==> config.mk <==
export PLATFORM = sky130hd
export DESIGN_NAME = cdb_arbiter
export DESIGN_NICKNAME = d
export VERILOG_FILES = /design/src/rtl/cdb_arbiter.sv
export SDC_FILE = /design/constraint.sdc
export NUM_CORES = 1
export LEC_CHECK = 0
export CORE_MARGIN = 1.5
export CORE_UTILIZATION = 40
export CTS_CLUSTER_SIZE = 20
export DETAILED_ROUTE_END_ITERATION = 8
export PLACE_DENSITY = 0.74
export SLEW_MARGIN = 20
export SYNTH_ARGS = -nofsm -noshare
export SYNTH_HDL_FRONTEND = slang
export SYNTH_SLANG_ARGS = --single-unit
==> constraint.sdc <==
create_clock -name clk_in -period 6.2 [get_ports clk_in]
set_input_delay 1.24 -clock clk_in [delete_from_list [all_inputs] [get_ports clk_in]]
set_output_delay 1.24 -clock clk_in [all_outputs]
set_load 0.02 [all_outputs]
==> src/rtl/cdb_arbiter.sv <==
// Common data bus arbiter: per-source 2-entry result FIFOs (ALU, BRU, LSB) granted round-robin
// onto a registered CDB. Define CDB_ARBITER_STATS_EN to add the conflict_cnt output.
module cdb_arbiter #(
  parameter int unsigned Q_WIDTH = 4
) (
  input  logic               clk_in,
  input  logic               rst_in,
  input  logic               rdy_in,
  input  logic               flush_in,
  input  logic               alu_valid,
  input  logic [Q_WIDTH-1:0] alu_rob_pos,
  input  logic [31:0]        alu_value,
  input  logic               bru_valid,
  input  logic [Q_WIDTH-1:0] bru_rob_pos,
  input  logic [31:0]        bru_value,
  input  logic [31:0]        bru_npc,
  input  logic               lsb_valid,
  input  logic [Q_WIDTH-1:0] lsb_rob_pos,
  input  logic [31:0]        lsb_value,
  output logic               alu_ready,
  output logic               bru_ready,
  output logic               lsb_ready,
  output logic               cdb_valid,
  output logic [Q_WIDTH-1:0] cdb_rob_pos,
  output logic [31:0]        cdb_value,
  output logic [31:0]        cdb_npc,
  output logic [1:0]         cdb_src
`ifdef CDB_ARBITER_STATS_EN
  ,
  output logic [31:0]        conflict_cnt
`endif
);

  localparam int unsigned EW = Q_WIDTH + 64;

  // Entry layout: {npc, value, tag}
  logic [EW-1:0]      in_entry [3];
  logic [EW-1:0]      mem      [3][2];
  logic [2:0]         in_valid, push, pop, nonempty, ready;
  logic [2:0][1:0]    cnt;
  logic [2:0]         rd_ptr, wr_ptr;
  logic [1:0]         rr_ptr;
  logic               active;
  logic               gnt_valid;
  logic [1:0]         gnt_src;
  logic [EW-1:0]      gnt_entry;

  assign active = rdy_in & ~flush_in;

  always_comb begin
    in_valid    = {lsb_valid, bru_valid, alu_valid};
    in_entry[0] = {32'h0, alu_value, alu_rob_pos};
    in_entry[1] = {bru_npc, bru_value, bru_rob_pos};
    in_entry[2] = {32'h0, lsb_value, lsb_rob_pos};
    for (int i = 0; i < 3; i++) begin
      nonempty[i] = (cnt[i] != 2'd0);
      // Registered count only: a full FIFO refuses even when it pops this edge.
      ready[i]    = rst_in & rdy_in & (cnt[i] < 2'd2);
      push[i]     = in_valid[i] & ready[i] & ~flush_in;
    end
  end

  assign alu_ready = ready[0];
  assign bru_ready = ready[1];
  assign lsb_ready = ready[2];

  always_comb begin
    int unsigned j;
    j         = 0;
    gnt_valid = 1'b0;
    gnt_src   = 2'd0;
    gnt_entry = '0;
    for (int unsigned k = 0; k < 3; k++) begin
      j = (32'(rr_ptr) + k) % 3;
      if (!gnt_valid && nonempty[j]) begin
        gnt_valid = 1'b1;
        gnt_src   = 2'(j);
        gnt_entry = mem[j][rd_ptr[j]];
      end
    end
    pop = '0;
    if (gnt_valid && active) pop[gnt_src] = 1'b1;
  end

  always_ff @(posedge clk_in) begin
    for (int i = 0; i < 3; i++) begin
      if (push[i]) mem[i][wr_ptr[i]] <= in_entry[i];
    end
  end

  always_ff @(posedge clk_in or negedge rst_in) begin
    if (!rst_in) begin
      cnt         <= '0;
      rd_ptr      <= '0;
      wr_ptr      <= '0;
      rr_ptr      <= 2'd0;
      cdb_valid   <= 1'b0;
      cdb_rob_pos <= '0;
      cdb_value   <= '0;
      cdb_npc     <= '0;
      cdb_src     <= 2'd0;
    end else if (rdy_in) begin
      if (flush_in) begin
        cnt       <= '0;
        rd_ptr    <= '0;
        wr_ptr    <= '0;
        rr_ptr    <= 2'd0;
        cdb_valid <= 1'b0;
      end else begin
        for (int i = 0; i < 3; i++) begin
          cnt[i] <= cnt[i] + {1'b0, push[i]} - {1'b0, pop[i]};
          if (push[i]) wr_ptr[i] <= ~wr_ptr[i];
          if (pop[i])  rd_ptr[i] <= ~rd_ptr[i];
        end
        cdb_valid <= gnt_valid;
        if (gnt_valid) begin
          cdb_rob_pos <= gnt_entry[Q_WIDTH-1:0];
          cdb_value   <= gnt_entry[Q_WIDTH +: 32];
          cdb_npc     <= gnt_entry[Q_WIDTH+32 +: 32];
          cdb_src     <= gnt_src;
          rr_ptr      <= (gnt_src == 2'd2) ? 2'd0 : gnt_src + 2'd1;
        end
      end
    end
  end

`ifdef CDB_ARBITER_STATS_EN
  logic [1:0] n_busy;
  assign n_busy = {1'b0, nonempty[0]} + {1'b0, nonempty[1]} + {1'b0, nonempty[2]};

  // Flush does not clear the statistic; only reset does.
  always_ff @(posedge clk_in or negedge rst_in) begin
    if (!rst_in) begin
      conflict_cnt <= '0;
    end else if (active && gnt_valid && (n_busy >= 2'd2) && (conflict_cnt != '1)) begin
      conflict_cnt <= conflict_cnt + 32'd1;
    end
  end
`endif

endmodule

==> flow_metrics.py <==
metrics = {
    "status": {
        "status": "finished, final reports clean",
    },
    "global_routing": {
        "met3_usage_pct": 3.360,
        "track_usage_pct": 20.63,
        "grt.overflow.total": 0,
        "gr-usage-met1_pct": 26.08,
        "grt_pass1_wl_microns": 69750,
        "grt_pass1_vias": 12210,
        "grtUsageMet2_pct": 33.90,
        "grt_start_max_net_pins": 71,
        "antenna_found_initial": 2,
        "grt-busiest-layer": "met2",
    },
    "timing": {
        "hold_violations": 0,
        "maxSlewHeadroom_pct": 28.17,
        "timing.fmax_mhz": 217.1,
        "setup_viol": 0,
        "drv_slew": 0,
        "fin_worst_skew_ns": 0.01384,
        "period_share_pct": 74.29,
        "rsz0062_at_grt": "false",
        "fin_crit_ns": 4.606,
        "worst_pin_slew_ns": 1.078,
    },
    "synthesis": {
        "synth-edff-count": 280,
        "yosys_register_bits": 365,
        "yosysSeqAreaShare_pct": 60.87,
        "syn_area_sq_mm": 0.01731,
        "synth.avg_cell_area_sq_um": 13.36,
        "synth_cells": 1295,
        "synth.distinct_cells": 59,
        "ys.flop_type": "edfxtp_1",
        "yosys_warnings": 0,
        "async_flop_share_pct": 23.29,
        "syn_nets": 1451,
    },
    "layout": {
        "multiInputGateArea_sq_mm": 0.006255,
        "n_fill_cell": 3602,
        "final_nets": 1645,
        "final_cell_mix": "edfxtp_1 (280), mux2i_1 (219), clkdlybuf4s50_1 (219), mux2_2 (89)",
        "drive_above_1_share_pct": 14.07,
        "final_common_cell": "edfxtp_1",
        "final_util_pct": 50.21,
        "fin_cells": 2107,
        "register_area_sq_mm": 0.01054,
        "final_area_sq_mm": 0.02153,
        "syn_to_final_growth_pct": 24.42,
    },
    "route": {
        "dr.pass1.iters": 6,
        "vias_per_cell": 5.652,
        "drc": 0,
        "wl_per_cell_microns": 22.04,
        "via_count": 11910,
        "drt_iter0_markers": 902,
        "drtAntennaViolNets": 0,
        "wl_microns": 46440,
    },
    "critical_path": {
        "crit_buf_inv": 2,
        "crit_chain": "clkdlybuf4s50_1, nand2_1, nor2_1, clkdlybuf4s50_1",
        "crit_slowest_cell": "clkdlybuf4s50_1",
        "cp_top_family": "buffers and inverters",
        "critPathKind": "primary input to output port",
        "worstPathMaxFanout": 23,
        "cp_common_cell": "clkdlybuf4s50_1",
        "cp-startpoint": "rdy_in",
        "cp-end-kind": "output port",
        "slowest_delay_ns": 0.94,
        "start_kind": "primary input",
        "critPathRequiredTime_ns": 4.96,
        "r2r-start": "rr_ptr[1]",
        "cp.arrival_ns": 3.37,
    },
    "pwr": {
        "pwr-share-comb_pct": 41.3,
        "seqPwrFrac_pct": 31.8,
        "peakVddDrop_mv": 0.3428,
        "pwr_density_cell_mw_per_mm2": 473.7,
        "netSwitchingFraction_pct": 36.06,
        "leakage_nw": 7.642,
        "clkPwrFrac_pct": 26.9,
        "netSwitchingPower_w": 0.003678,
        "p_int_w": 0.006522,
    },
    "cts": {
        "clk_pin_slew_ns": 0.06,
        "ctsHtreeMaxLevel": 2,
        "postCtsHoldBufs": 0,
        "insertion_delay_ns": 0.57,
        "cts_num_sinks": 365,
        "cts_tree": "built",
        "root_buffer": "clkbuf_16",
        "cts_setup_buffers": 0,
        "clock_path_buffers": 3,
        "cts_made_buffers": 41,
        "cts_resized": 0,
    },
    "floorplanning": {
        "dieHeight_microns": 211.0,
        "die_area_sq_mm": 0.04452,
        "core_area_sq_mm": 0.04289,
        "num_rows": 76,
        "die_w_microns": 211.0,
        "start_util_pct": 40.35,
        "io_pins": 221,
    },
    "placed_design": {
        "port_buffers": 220,
        "dp_hpwl_microns": 29480,
        "place_area_sq_mm": 0.01999,
        "placed_cells": 2031,
        "place.gp.congestion": 0.8142,
    },
    "hold_path": {
        "hold_class": "register to register",
        "hp-start": "cdb_src[0]",
    },
    "run": {
        "drv_cap": 0,
    },
}
state kept, by name, summed over array words and instances (netlist names):
register and cells:
cdb_value 32, wr_ptr 3, cnt 6, cdb_rob_pos 4, rr_ptr 2, rd_ptr 3
cdb_valid 1, cdb_npc 32, mem 280, cdb_src 2
synth_stat cells (all sizes together) (5+ instances only):
library cell | n | area share, %
nor3 | 12 | 0.44
ha | 9 | 0.65
inv | 16 | 0.35
nor3b | 5 | 0.31
edfxtp | 280 | 49
dfrtp | 85 | 12
nand2 | 83 | 1.8
mux2 | 89 | 5.8
buf | 68 | 2.4
clkbuf | 29 | 0.63
nor2b | 8 | 0.29
a22oi | 28 | 1.2
o21ai | 76 | 2.2
o22ai | 30 | 1.2
o211ai | 28 | 1.2
or2 | 5 | 0.18
a211o | 7 | 0.35
a31oi | 66 | 2.4
a21oi | 15 | 0.50
nor2 | 84 | 1.8
nand2b | 6 | 0.22
mux2i | 219 | 13
a221oi | 5 | 0.29
a32oi | 8 | 0.40
final cells by class:
cell class	count	area share, %
diodes	1	0.01162
multi-input cells	817	29.05
clock buffers	59	5.659
flip-flops and latches	365	48.94
well taps	585	3.399
repair buffers	248	11.19
clock inverters	16	1.476
inverters	16	0.2789
worst register-to-register path, cell delays in order (launching register included):
cell and delay (ns):
dfrtp_1 0.42, inv_1 0.12, ha_2 0.82, buf_4 0.56, nor2_2 0.16, o22ai_4 0.39, o31a_2 0.23, buf_4 0.53
buf_4 0.76, nor2_1 0.16, a31oi_1 0.19
through the flow:
stage	hold slack [ns]	power, W	TNS (ns)	setup WS (ns)
floorplan	0.4786	0.006142	-113.50	-0.8346
global placement	0.4744	0.007378	0	1.560
detailed placement	0.4965	0.007487	0	1.551
CTS	0.5102	0.01025	0	1.545
global route	0.5339	0.01067	0	1.400
finish	0.5053	0.01020	0	1.594
routing by layer:
metal | routed length (microns) | vias up
met5 | 13 | -
met4 | 2118 | 2
met3 | 3068 | 128
met2 | 22400 | 481
met1 | 18840 | 5934
li1 | - | 5364
final timing paths:
check                                endpoint  slack [ns]  cells after the start
worst max-delay path                lsb_ready        1.59                      4
worst min-delay path               cdb_src[0]        0.51                      1
worst max register to register  cdb_value[19]        1.76                     10
worst min register to register     cdb_src[0]        0.51                      1
max in group asynchronous           rd_ptr[1]        4.36                      2
min in group asynchronous         cdb_npc[26]        0.63                      1
power groups by stage:
stage / Clock, W / Sequential (W) / Combinational (W)
after floorplan: 0 / 0.00346 / 0.00268
after global placement: 0 / 0.00329 / 0.00409
after detailed placement: 0 / 0.00330 / 0.00419
after CTS: 0.00279 / 0.00325 / 0.00420
after global routing: 0.00289 / 0.00328 / 0.00450
final: 0.00274 / 0.00325 / 0.00421
logic make-up after synthesis:
group                    synth area share (%)
AO/OA/AOI/OAI                           10.77
XOR/XNOR                               0.3037
adder cells (fa/ha/maj)                0.6507
buffers and inverters                   3.412
flip-flops                              60.87
multiplexers                            18.46
AND/OR/NAND/NOR                         5.531
No activity file was read; power rests on OpenSTA's default activity.
